### src/rtl/systolic_data_loader.sv
// rtl/systolic_data_loader.sv - framed byte stream to four operand RAMs (A0, A1, W0, W1)
//
// Purpose:
//   Accepts one valid/ready framed stream and writes it, in order, into the
//   A0, A1, W0 and W1 operand RAMs, cfg_len_m1+1 words per RAM. Pulses
//   data_load_done once the last W1 write has been issued, which kicks off
//   the systolic array controller downstream.
//
// Ports:
//   clk, rst            clock; asynchronous active-high reset
//   load_start          1-cycle frame request (accepted only in IDLE and
//                       only while arr_ctrl_working is low)
//   cfg_len_m1          words per segment minus one, latched on accept
//   arr_ctrl_working    array controller busy, blocks new starts
//   in_data/in_valid/
//   in_last/in_ready    input stream
//   ram_wdata           write data shared by all RAMs
//   ram_*_addr/_wren    per-RAM write address and enable (registered)
//   data_load_done      1-cycle pulse after a correctly framed load
//   loader_busy         high whenever the loader is not IDLE
//   err_framing         sticky in_last mismatch flag, cleared on next start

module systolic_data_loader #(
    parameter int DATA_W = 8,
    parameter int ADDR_W = 8
) (
    input  logic              clk,
    input  logic              rst,
    input  logic              load_start,
    input  logic [ADDR_W-1:0] cfg_len_m1,
    input  logic              arr_ctrl_working,
    input  logic [DATA_W-1:0] in_data,
    input  logic              in_valid,
    input  logic              in_last,
    output logic              in_ready,
    output logic [DATA_W-1:0] ram_wdata,
    output logic [ADDR_W-1:0] ram_a0_addr,
    output logic              ram_a0_wren,
    output logic [ADDR_W-1:0] ram_a1_addr,
    output logic              ram_a1_wren,
    output logic [ADDR_W-1:0] ram_w0_addr,
    output logic              ram_w0_wren,
    output logic [ADDR_W-1:0] ram_w1_addr,
    output logic              ram_w1_wren,
    output logic              data_load_done,
    output logic              loader_busy,
    output logic              err_framing
);

    typedef enum logic [2:0] {
        S_IDLE  = 3'd0,
        S_LD_A0 = 3'd1,
        S_LD_A1 = 3'd2,
        S_LD_W0 = 3'd3,
        S_LD_W1 = 3'd4,
        S_DONE  = 3'd5
    } state_t;

    state_t                       state_q, state_d;
    logic [ADDR_W-1:0]            cnt_q, cnt_d;
    logic [ADDR_W-1:0]            len_q, len_d;
    logic                         err_q, err_d;
    logic [3:0]                   wren_q, wren_d;
    // One address register per RAM so each address holds its own last value.
    logic [3:0][ADDR_W-1:0]       addr_q, addr_d;
    logic [DATA_W-1:0]            wdata_q, wdata_d;
    logic                         done_q, done_d;

    logic                         loading;
    logic                         beat;
    logic                         last_word;
    logic                         final_beat;
    logic [1:0]                   seg;
    state_t                       seg_next;

    // Segment index of the RAM being filled and the state that follows it.
    always_comb begin
        seg      = 2'd0;
        seg_next = S_DONE;
        case (state_q)
            S_LD_A0: begin seg = 2'd0; seg_next = S_LD_A1; end
            S_LD_A1: begin seg = 2'd1; seg_next = S_LD_W0; end
            S_LD_W0: begin seg = 2'd2; seg_next = S_LD_W1; end
            S_LD_W1: begin seg = 2'd3; seg_next = S_DONE;  end
            default: begin seg = 2'd0; seg_next = S_DONE;  end
        endcase
    end

    assign loading    = (state_q == S_LD_A0) || (state_q == S_LD_A1) ||
                        (state_q == S_LD_W0) || (state_q == S_LD_W1);
    assign in_ready   = loading;
    assign beat       = in_valid && loading;
    assign last_word  = (cnt_q == len_q);
    assign final_beat = (state_q == S_LD_W1) && last_word;

    always_comb begin
        state_d = state_q;
        cnt_d   = cnt_q;
        len_d   = len_q;
        err_d   = err_q;
        wren_d  = 4'b0000;
        addr_d  = addr_q;
        wdata_d = wdata_q;
        // The done pulse trails the DONE state by one cycle.
        done_d  = (state_q == S_DONE);

        case (state_q)
            S_IDLE: begin
                if (load_start && !arr_ctrl_working) begin
                    state_d = S_LD_A0;
                    cnt_d   = '0;
                    len_d   = cfg_len_m1;
                    err_d   = 1'b0;
                end
            end
            S_LD_A0, S_LD_A1, S_LD_W0, S_LD_W1: begin
                if (beat) begin
                    // The write is issued even when the beat breaks framing.
                    wren_d[seg] = 1'b1;
                    addr_d[seg] = cnt_q;
                    wdata_d     = in_data;
                    if (in_last != final_beat) begin
                        err_d   = 1'b1;
                        cnt_d   = '0;
                        state_d = S_IDLE;
                    end else if (last_word) begin
                        cnt_d   = '0;
                        state_d = seg_next;
                    end else begin
                        cnt_d   = cnt_q + 1'b1;
                    end
                end
            end
            S_DONE: begin
                state_d = S_IDLE;
            end
            default: begin
                state_d = S_IDLE;
            end
        endcase
    end

    always_ff @(posedge clk or posedge rst) begin
        if (rst) begin
            state_q <= S_IDLE;
            cnt_q   <= '0;
            len_q   <= '0;
            err_q   <= 1'b0;
            wren_q  <= 4'b0000;
            addr_q  <= '0;
            wdata_q <= '0;
            done_q  <= 1'b0;
        end else begin
            state_q <= state_d;
            cnt_q   <= cnt_d;
            len_q   <= len_d;
            err_q   <= err_d;
            wren_q  <= wren_d;
            addr_q  <= addr_d;
            wdata_q <= wdata_d;
            done_q  <= done_d;
        end
    end

    assign ram_wdata      = wdata_q;
    assign ram_a0_addr    = addr_q[0];
    assign ram_a1_addr    = addr_q[1];
    assign ram_w0_addr    = addr_q[2];
    assign ram_w1_addr    = addr_q[3];
    assign ram_a0_wren    = wren_q[0];
    assign ram_a1_wren    = wren_q[1];
    assign ram_w0_wren    = wren_q[2];
    assign ram_w1_wren    = wren_q[3];
    assign data_load_done = done_q;
    assign loader_busy    = (state_q != S_IDLE);
    assign err_framing    = err_q;

endmodule
### config.mk
export PLATFORM = sky130hd
export DESIGN_NAME = systolic_data_loader
export DESIGN_NICKNAME = d
export VERILOG_FILES = /design/src/rtl/systolic_data_loader.sv
export SDC_FILE = /design/constraint.sdc
export NUM_CORES = 1
export LEC_CHECK = 0
export ABC_CLOCK_PERIOD_IN_PS = 5380
export CAP_MARGIN = 10
export CORE_MARGIN = 1.5
export CORE_UTILIZATION = 53
export CTS_BUF_LIST = sky130_fd_sc_hd__clkbuf_8 sky130_fd_sc_hd__clkbuf_16
export DETAILED_ROUTE_END_ITERATION = 8
export PLACE_DENSITY = 0.85
export SLEW_MARGIN = 5
export SYNTH_ARGS = -nofsm -noshare
export SYNTH_HDL_FRONTEND = slang
export SYNTH_SLANG_ARGS = --single-unit
### constraint.sdc
create_clock -name clk -period 5.38 [get_ports clk]
set_input_delay 0.538 -clock clk [delete_from_list [all_inputs] [get_ports clk]]
set_output_delay 0.538 -clock clk [all_outputs]
set_load 0.005 [all_outputs]
==> impl_metrics.yaml, run 1 <==
cts:
  postCtsHoldBufs: 0
  tritoncts: "done"
  clockBufferDepth: 2
  cts_root_buf: "clkbuf_8"
  clk_latency_ns: 0.34
  clk_pin_slew_ns: 0.07
  htree_levels: 3
  cts_setup_buffers: 0
  numCtsBuffers: 9
  cts.sinks: 65
  cts_resized: 0
die:
  coreArea_mm2: 0.00520
  initial_core_util: 0.562
  row_count: 26
  chipWidth_um: 77.3
  die_h_um: 77.3
  die-area_mm2: 0.00597
  ios: 70
yosys:
  ys_seq_elements: 65
  synthDistinctLibCells: 45
  synth_fp_nets: 281
  synthCells: 258
  ys_warn_count: 0
  synthFlopType: "dfrtp_1"
  async_flop_share: 1.00
  synth_top_cell_by_area: "dfrtp_1"
  syn_area_per_cell_um2: 11.3
  synth_area_mm2: 0.00292
  synth.area.top_cells: "dfrtp_1 56%, mux2_2 12%, nand2_1 7.7%"
  synth_edf_count: 0
  synth.top_cell.area_share: 0.557
  yosysSeqAreaShare: 0.557
worst_setup_path:
  worstSetupPathType: "reg -> out"
  worstPathArrival_ns: 1.96
  cp.required_ns: 4.84
  cp-endpoint: "in_ready"
  startpoint: "state_q[2]"
  rr_startpoint: "cnt_q[4]"
  start_kind: "register"
  r2r_cells: 5
  path_max_fanout: 11
  reg2reg_to: "cnt_q[6]"
  r2r_slack_ns: 3.34
  endpoint_kind: "output port"
power_and_ir_drop:
  powerDensity_mw_per_mm2: 425
  leakage_nw: 1.77
  max-vdd-ir-drop_mv: 0.245
min_path:
  hp-start: "ram_wdata[7]"
  holdCritPathClass: "reg -> reg"
global_route:
  grt-ovfl-total: 0
  grt_max_degree: 66
  antenna_found_initial: 0
  grt_pass1_vias: 2201
  grt_pass1_wl_um: 10500
  grt.total_usage: 0.228
placed_design:
  dpl_cell_area_mm2: 0.00361
  io_buffers: 69
  dp.final_hpwl_um: 4060
  gp_congestion: 0.864
cells_and_area:
  final_common_cell: "clkdlybuf4s50_1"
  area_delta_synth_final_pct: 31.2
  nets: 344
  drive_gt1_frac: 0.184
  final_cell_mix: "69 x clkdlybuf4s50_1, 65 x dfrtp_1, 60 x nand2_1"
  antenna_cells: 0
  final_util: 0.737
  stdcell_area_mm2: 0.00383
outcome:
  status: "completed"
drt:
  drc: 0
  detail-route-antenna-nets: 0
  post_drt_wl_per_cell_um: 15.3
  firstDrtPassIters: 4
  vias_per_cell: 5.29
  dr.first_iter.drc_count: 131
  vias: 2093
  drt_wl_total_um: 6060
sta:
  slew_headroom: 0.477
  max_freq_ghz: 0.401
  finalCriticalPeriod_ns: 2.50
  setup_viol: 0
  grt_setup_unrepaired: "no"
  worstMarginPinSlew_ns: 0.785
  finalSetupTns_ns: 0
  hold_viol: 0
  skew_ns: 0.00574
  finalCritPeriodShare: 0.464
  drv_slew: 0
flow_run:
  cap_violations: 0
==> routing by layer <==
metal  vias to the layer above  share of wire  track usage
li1                        994              -            -
met1                      1005           0.43        0.298
met2                        79           0.48        0.351
met3                        15          0.065       0.0476
met4                         0          0.026        0.131
met5                         -              0            0
==> stage by stage <==
stage                     std cells  hold WS (ns)  power, W  setup WS, ns
after detailed placement        380         0.464   0.00117          2.84
after global placement          380         0.458   0.00116          2.95
final                           396         0.478   0.00163          2.88
after global routing            396         0.506   0.00172          2.78
after CTS                       396         0.483   0.00164          2.86
after floorplan                 258         0.468  0.000973          3.22
==> logic make-up (layout without fill, tap and decap cells) <==
logic type | after synthesis | in the layout | share of synthesized area
fa+ha+maj | 1 | 1 | 0.00428
mux | 34 | 34 | 0.131
buf+inv | 28 | 96 | 0.0475
compound gates | 21 | 21 | 0.0492
simple gates | 100 | 100 | 0.180
xor+xnor | 9 | 9 | 0.0321
flops | 65 | 65 | 0.557
==> cell usage after synthesis (2+ instances only) <==
library cell	instances
and2_1	2
nor2_1	4
buf_2	3
inv_1	9
nand3_1	10
a21oi_1	4
nor4b_1	2
and4_1	2
or3_1	6
xor2_2	2
nand2_1	60
xor2_1	6
dfrtp_1	65
nor4_4	2
o21ai_0	6
buf_4	6
and3_1	3
clkbuf_1	8
mux2_2	32
==> cell type report <==
class / count / area (um2)
clock inverter: 6 / 90.1
fill: 380 / 1370
multi-input combinational: 165 / 1160
timing repair buffer: 70 / 698
clock buffer: 10 / 138
inverter: 10 / 37.5
tap: 70 / 87.6
sequential: 65 / 1630
==> critical path, cell delays in order, from the launching register on <==
cell and delay (ns):
dfrtp_1 0.50, or3_1 0.49, nand2_1 0.14, inv_1 0.05
clkdlybuf4s50_1 0.43
==> how the worst min path moves through the flow <==
stage                               to  slack [ns]  cells after the start
after global routing      ram_wdata[4]        0.51                      2
after CTS                 ram_wdata[7]        0.48                      2
after global placement    ram_wdata[4]        0.46                      2
after floorplan           ram_wdata[0]        0.47                      2
after detailed placement  ram_wdata[7]        0.46                      2
final                     ram_wdata[7]        0.48                      2
==> power breakdown <==
| group | total, W | internal [W] | switching (W) |
|---|---|---|---|
| Combinational | 0.000478 | 0.000264 | 0.000214 |
| Clock | 0.000465 | 0.000275 | 0.000191 |
| Sequential | 0.000685 | 0.000594 | 0.0000908 |
==> state kept, by name, summed over array words and instances (netlist names), 3 cells and up <==
register / cells
wren_q: 4
ram_w1_addr: 8
cnt_q: 8
state_q: 3
ram_a1_addr: 8
len_q: 8
ram_a0_addr: 8
ram_w0_addr: 8
ram_wdata: 8
(Power assumes the default switching activity.)
==> run 2, diff against run 1 <==
ABC_CLOCK_PERIOD_IN_PS = 2000   (was 5380)
CORE_UTILIZATION = 45   (was 53)
PLACE_DENSITY = 0.76   (was 0.85)
clock period = 2 ns   (was 5.38 ns; I/O delays follow)
==> run 2 against run 1 <==
  * Critical path depth unchanged
  * Sequential power grew to 2.6 times the previous value
  * Cell area rose by 4.8%
  * Clock skew is 0.0049 ns higher
  * Utilization decreased by 10 points
  * Wire length is 3.7% higher
  * Die area grew 17%
  * Largest power group unchanged
==> impl_metrics.yaml, run 2 (synthesized netlist as in run 1, its figures left out) <==
power_and_ir_drop:
  leakage_nw: 1.87
  powerDensity_mw_per_mm2: 1080
  max-vdd-ir-drop_mv: 0.590
flow_run:
  cap_violations: 0
cells_and_area:
  fillCellCount: 532
  nets: 367
  antenna_cells: 0
  drive_gt1_frac: 0.244
  final_common_cell: "clkdlybuf4s50_1"
  final_util: 0.637
  area_delta_synth_final_pct: 37.5
  stdcell_area_mm2: 0.00402
  multi_input_area_mm2: 0.00116
  final_cell_mix: "69 x clkdlybuf4s50_1, 64 x dfrtp_1, 59 x nand2_1"
  regArea_mm2: 0.00163
cts:
  clk_pin_slew_ns: 0.07
  cts_root_buf: "clkbuf_8"
  clk_latency_ns: 0.34
  cts.sinks: 65
  clockBufferDepth: 2
  numCtsBuffers: 9
  tritoncts: "done"
  htree_levels: 3
  postCtsHoldBufs: 0
sta:
  whs_ns: 0.235
  max_freq_ghz: 0.515
  worstMarginPinSlew_ns: 0.567
  setup_viol: 0
  layout_setup_ws_ns: 0.0579
  finalCriticalPeriod_ns: 1.94
  finalCritPeriodShare: 0.971
  finalSetupTns_ns: 0
  hold_viol: 0
  slew_headroom: 0.621
  grt_setup_unrepaired: "no"
  drv_slew: 0
  skew_ns: 0.0107
die:
  coreArea_mm2: 0.00631
  initial_core_util: 0.463
  ios: 70
  chipWidth_um: 83.6
  row_count: 29
  die-area_mm2: 0.00699
  die_h_um: 83.6
drt:
  dr.first_iter.drc_count: 71
  detail-route-antenna-nets: 0
  firstDrtPassIters: 4
  drc: 0
  vias_per_cell: 5.09
  vias: 2164
  drt_wl_total_um: 6290
  post_drt_wl_per_cell_um: 14.8
placed_design:
  io_buffers: 69
  dpl_cell_area_mm2: 0.00380
  gp_congestion: 0.899
  dpl_worst_slack_ns: 0.139
  dp.final_hpwl_um: 4330
min_path:
  holdCritPathClass: "in -> async"
global_route:
  grt.total_usage: 0.195
  antenna_found_initial: 0
  grt_pass1_vias: 2217
  grt-ovfl-total: 0
  grt_max_degree: 66
  grt_pass1_wl_um: 10700
worst_setup_path:
  start_kind: "register"
  cp_slowest_cell: "or3_4"
  worstSetupPathType: "reg -> out"
  max_stage_delay_ns: 0.43
  worstPathArrival_ns: 1.74
  path_max_fanout: 4
  endpoint_kind: "output port"
  cp.required_ns: 1.80
  cp_cell_sequence: "or3_4 > nand2_2 > inv_1 > clkdlybuf4s50_1"
outcome:
  status: "completed"
-- run 2: layout make-up --
class,instances,area share
Clock buffer,9,0.0308
Clock inverter,6,0.0149
Inverter,10,0.00934
Multi-Input combinational cell,165,0.290
Sequential cell,65,0.405
Tap cell,77,0.0240
Timing Repair Buffer,93,0.226
-- run 2: timing repair --
item / CTS / global route
gates cloned: 0 / 0
gates resized for setup: 3 / 0
buffers inserted: 1 / 2
endpoints found under the setup margin: 1 / 1
-- run 2: final timing paths --
path | from | to | slack, ns | depth (start not counted)
max | state_q[2] | in_ready | 0.06 | 4
min | rst | ram_wdata[2] | 0.23 | 3
max reg2reg | cnt_q[3] | cnt_q[6] | 0.21 | 5
min reg2reg | ram_wdata[7] | ram_wdata[7] | 0.48 | 2
max in group asynchronous | rst | len_q[7] | 1.48 | 3
min in group clk | in_data[5] | ram_wdata[5] | 0.39 | 3
-- run 2: worst max-delay path: cells and delay by family (launching register included) --
| family | cells | cell delay [ns] |
|---|---|---|
| DFF | 1 | 0.40 |
| buffers and inverters | 2 | 0.47 |
| and+or+nand+nor | 2 | 0.53 |
-- run 2: stage by stage --
stage	instances	total power (W)
global placement	407	0.00323
finish	425	0.00433
CTS	423	0.00437
detailed placement	407	0.00328
floorplan	258	0.00262
global route	425	0.00461
-- run 2: per-layer routing --
metal  up-vias  track usage  share of wire
li1       1044            -              -
met1      1062        0.250           0.43
met2        52        0.313           0.50
met3         6       0.0653          0.060
met4         0       0.0626          0.011
met5         -            0              0
-- run 2: where the power goes --
| part | leakage [nW] | internal (W) | switching [W] |
|---|---|---|---|
| clock | 0.0909 | 0.000561 | 0.000488 |
| sequential | 0.867 | 0.00160 | 0.000183 |
| combinational | 0.915 | 0.000835 | 0.000659 |
| total | 1.87 | 0.00300 | 0.00133 |
==> run 3, diff against run 2 <==
MAX_ROUTING_LAYER = met4   (was default)
==> run 3 against run 2 <==
  * Global-route usage rose by 1.4 points
  * Sequential cell count did not move
  * Clock power rose by 19%
  * Combinational power barely moved
  * Fmax rose by 1.4%
  * Clock-buffer cell count rose by 2
  * Critical path depth did not move
  * Cell area rose by 1.2%
  * Clock skew fell by 0.0053 ns
  * Die area did not move
  * Sequential share of layout area fell by 0.50 points
==> impl_metrics.yaml, run 3 (synthesized netlist as in run 1, its figures left out) <==
global_route:
  grt_pass1_vias: 2245
  busiest_layer: "met2"
  use_met1: 0.262
  grt.total_usage: 0.208
  antenna_found_initial: 0
  grt-ovfl-total: 0
  grt_pass1_wl_um: 11200
  grt_max_degree: 24
  met3_usage: 0.0544
  grt_use_met2: 0.331
sta:
  finalCriticalPeriod_ns: 1.92
  hold_viol: 0
  drv_slew: 0
  skew_ns: 0.00538
  max_freq_ghz: 0.522
  worstMarginPinSlew_ns: 0.604
  setup_viol: 0
  finalCritPeriodShare: 0.958
  slew_headroom: 0.597
  finalSetupTns_ns: 0
die:
  ios: 70
  initial_core_util: 0.463
  coreArea_mm2: 0.00631
  row_count: 29
  die_h_um: 83.6
  chipWidth_um: 83.6
  die-area_mm2: 0.00699
cells_and_area:
  drive_gt1_frac: 0.244
  fin_cells: 425
  antenna_cells: 0
  final_common_cell: "clkdlybuf4s50_1"
  nets: 366
  area_delta_synth_final_pct: 39.2
  final_cell_mix: "69 x clkdlybuf4s50_1, 64 x dfrtp_1, 59 x nand2_1"
worst_setup_path:
  reg2reg_to: "len_q[5]"
  cp_cell_sequence: "or3_4 > nand2_2 > inv_1 > clkdlybuf4s50_1"
  start_kind: "register"
  cp_num_buf_inv: 2
  max_stage_delay_ns: 0.43
  startpoint: "state_q[2]"
  cp_slowest_cell: "clkdlybuf4s50_1"
  r2r_cells: 5
  worstSetupPathType: "reg -> out"
  path_max_fanout: 3
  rr_startpoint: "state_q[1]"
  cp.depth: 4
  crit_family: "simple AND/OR/NAND/NOR gates"
  endpoint_kind: "output port"
  r2r_slack_ns: 0.17
  worstPathArrival_ns: 1.72
  cp.required_ns: 1.80
  cp-endpoint: "in_ready"
cts:
  clockBufferDepth: 2
  postCtsHoldBufs: 0
  numCtsBuffers: 9
  clk_pin_slew_ns: 0.07
  htree_levels: 3
  cts_root_buf: "clkbuf_8"
  tritoncts: "done"
  clk_latency_ns: 0.33
  cts.sinks: 65
drt:
  firstDrtPassIters: 4
  vias: 2201
  drt_wl_total_um: 6500
  post_drt_wl_per_cell_um: 15.3
  drc: 0
  detail-route-antenna-nets: 0
  vias_per_cell: 5.18
  dr.first_iter.drc_count: 72
placed_design:
  gp_congestion: 0.907
  io_buffers: 69
  dp.final_hpwl_um: 4580
  place_inst: 407
outcome:
  status: "completed"
power_and_ir_drop:
  leakage_nw: 1.90
  max-vdd-ir-drop_mv: 0.674
  powerDensity_mw_per_mm2: 1120
flow_run:
  cap_violations: 0
min_path:
  holdCritPathClass: "in -> async"
==> run 3: changes by cell type in the layout (fill, tap and decap cells not counted) <==
cell,change
buf_4,-2
clkinvlp_4,-1
buf_12,+1
clkbuf_8,+2
bufinv_16,+1
clkinv_2,-1
==> run 3: cell type report <==
cell class              instances  area (um2)
clock buffers                  11         151
clock inverters                 5        77.6
fillers                       516        2240
inverters                      10        37.5
multi-input cells             165        1160
flip-flops and latches         65        1630
well taps                      77        96.3
repair buffers                 92         913
==> run 3: layer usage <==
layer,up-vias,wire [um]
li1,1042,-
met1,1089,2840
met2,62,3250
met3,8,327
met4,0,80
met5,-,0
==> run 3: how the worst min path moves through the flow <==
| stage | start | endpoint | cells after the start |
|---|---|---|---|
| floorplan | in_data[0] | ram_wdata[0] | 2 |
| global placement | ram_wdata[7] | ram_wdata[7] | 2 |
| detailed placement | ram_w0_addr[5] | ram_w0_addr[5] | 2 |
| CTS | rst | wren_q[3] | 2 |
| global route | rst | wren_q[3] | 2 |
| finish | rst | ram_wdata[2] | 2 |
==> run 3: timing repair <==
item,CTS,global route
buffers inserted,1,1
resized for setup,3,0
endpoints found under the setup margin,1,1
pin swaps,0,1
==> run 3: where the power goes <==
group | total, W | switching (W) | internal, W | leakage [nW]
clock network | 0.00125 | 0.000486 | 0.000765 | 0.115
registers | 0.00179 | 0.000190 | 0.00160 | 0.867
logic | 0.00151 | 0.000670 | 0.000841 | 0.914
total | 0.00455 | 0.00135 | 0.00321 | 1.90
==> run 3: through the flow <==
step / hold slack (ns) / setup WS [ns] / area (um2) / utilization / power (W)
final: 0.227 / 0.0844 / 4070 / 0.644 / 0.00455
after global routing: 0.255 / -0.00127 / 4070 / 0.644 / 0.00483
after CTS: 0.235 / 0.0362 / 4060 / 0.643 / 0.00458
after detailed placement: 0.467 / 0.0394 / 3820 / 0.604 / 0.00329
after global placement: 0.458 / 0.0877 / 3820 / 0.604 / 0.00325
after floorplan: 0.305 / 0.174 / 2920 / - / 0.00262
==> RTL change (config.mk and constraints of run 3) <==
Put one more register stage on the output `err_framing`. The value now appears one clock later. The other outputs are not delayed to match.
--- a/src/rtl/systolic_data_loader.sv
+++ b/src/rtl/systolic_data_loader.sv
@@ -174,5 +174,7 @@
     assign data_load_done = done_q;
     assign loader_busy    = (state_q != S_IDLE);
-    assign err_framing    = err_q;
+    always_ff @(posedge clk) begin
+        err_framing <= err_q;
+    end
 
 endmodule
Formal check against the unedited RTL: not equivalent (a bounded check fails within 4 cycles, from zero or initial values and one cycle with rst high).
==> RTL change against run 3 <==
- sequential cell count rose by 1
- clock skew is 0.0035 ns higher
- total power is 3.9% higher
- count of clock-buffer cells in the layout is 2 higher
- area after synthesis grew 0.68%
- design area rose by 1.9%
- setup slack gained 0.038 ns
- routed wire length shrank 0.78%
- synthesized cell count up 0.39%
- utilization up 0.83 points
- largest power group unchanged
- highest routed layer unchanged
==> RTL change: results (changes against run 3) <==
Route
  • Detail Route met2 WL: 3.18 mm (-2.0%)
  • M1 WL: 2.84 mm (unchanged)
  • Routed wire per std cell: 15.1 um (-1.5%)
  • DRT Pass-1 Iters: 4 (unchanged)
  • Final WL: 6.45 mm (-0.78%)
  • Met3 WL: 322 um (-1.5%)
  • Iter 0 DRT Violations: 98 (+36%)
  • Top sig layer: met4
  • Number of vias per cell: 5.10 (-1.5%)

Yosys
  • Post-Synthesis Net Count: 282 (+0.36%)
  • Synth cell count leaders: dfrtp_1, nand2_1, mux2_2, nand3_1, inv_1
  • Post-Syn Instances: 259 (+0.39%)
  • Main area contributors after synthesis: dfrtp_1, mux2_2, nand2_1
  • Sequential share of the synthesized area: 0.560 (+0.00302)
  • Synth cell types: 46 (+2.2%)
  • Async set-reset flop share out of synthesis: 0.985 (-0.0152)
  • YS warnings: 0 (unchanged)
  • Post-synth EDFFs: 0 (unchanged)

Finish
  • Antenna diodes: 0 (unchanged)
  • Layout cells sized above 1: 0.254 (+0.00931)
  • Layout fillers: 508 (-1.6%)
  • Nets: 369 (+0.82%)
  • Core Util, Final: 0.653 (+0.00834)

Run status
  • Status: complete, no violations

Power
  • Max VDD drop: 0.000658 V (-2.3%)
  • P_leak: 0.00194 uW (+2.2%)

Place
  • Final GP Congestion: 0.911 (+0.45%)
  • Dpl cell area: 3810 um^2 (about the same)
  • Detail Placement HPWL: 4.35 mm (-5.1%)
  • Port bufs: 69 (unchanged)
  • Place WS: 0.0508 ns (+0.0114 ns)
  • DP Cell Count: 405 (-0.49%)

Global route
  • Initial antenna violation count: 0 (unchanged)
  • GRT Util Overall: 0.206 (-0.00272)
  • First-pass GRT wire length: 11.0 mm (-2.0%)
  • Pin count of the biggest net entering global routing: 66 (+180%)
  • Vias in the first global route: 2288 (+1.9%)

Clock network
  • Root buffer cell: clkbuf_8
  • Clock Latency Late Sink: 0.34 ns
  • H-tree depth reported by CTS: 3 (unchanged)
  • CTS clk-pin slew, worst paths: 0.07 ns (about the same)
  • Deepest clock path buffer count: 2 (unchanged)
  • CTS Buf Count: 9 (unchanged)

Critical path
  • FF-to-FF setup slack: 0.12 ns (-0.05 ns)
  • Crit path DAT: 2.14 ns (+0.42 ns)
  • Max Fanout on Critical Path: 6 (+3)

Timing
  • Clock Skew: 0.00890 ns (+0.00351 ns)
  • Actual slew at the worst max-slew pin: 0.432 ns (-0.172 ns)
  • Upper clock frequency limit: 533 MHz (+2.0%)
  • WHS: 0.235 ns (+0.00814 ns)

Worst hold path
  • Hold/Removal Path Class: input port to async pin
## RTL change: cell count changes after synthesis, sizes merged
cell / run 3 / this run
dfxtp: 0 / 1
## RTL change: layout make-up
type / instances / area share
sequential: 66 / 0.398
multi-input combinational: 165 / 0.286
timing repair buffer: 94 / 0.225
clock buffer: 13 / 0.0432
tap: 77 / 0.0232
clock inverter: 3 / 0.0166
inverter: 10 / 0.00906
## RTL change: per-layer routing
layer  track usage  up-vias
met5             -        -
met4        0.0864        0
met3        0.0514       10
met2         0.323       57
met1         0.256     1071
li1              -     1045
## RTL change: report_power, final
group	internal (uW)	total, uW	switching [uW]
clock network	840	1340	501
logic	873	1560	690
registers	1630	1830	193
## RTL change: cell families after synthesis
kind of cell	share of synthesized area
and+or+nand+nor	0.179
DFF	0.560
muxes	0.130
buffers and inverters	0.0472
AOI/OAI and AO/OA	0.0489
xor gates and xnor gates	0.0319
adders and majority gates	0.00425
## RTL change: final timing paths
check,cells after the start,start,endpoint
hold / removal,3,rst,ram_a0_addr[1]
setup reg to reg,5,cnt_q[7],state_q[2]
setup / recovery,5,cnt_q[7],state_q[2]
hold reg to reg,0,err_q,err_framing
min in group clk,3,in_data[2],ram_wdata[2]
max in group asynchronous,3,rst,state_q[1]
## RTL change: timing repair
item | CTS | global route
pin swaps | 0 | 1
buffers inserted | 6 | 1
setup endpoints to repair | 2 | 2
gates resized for setup | 4 | 4
cloned | 0 | 0
hold buffers | 0 | 0
endpoints found under the hold margin | 0 | 0
## RTL change: worst max-delay path, stage by stage, from the launching register on
cell,delay [ns]
dfrtp_1,0.45
xor2_1,0.22
nor4_4,0.43
nand2_2,0.19
mux2_1,0.35
o22ai_1,0.15
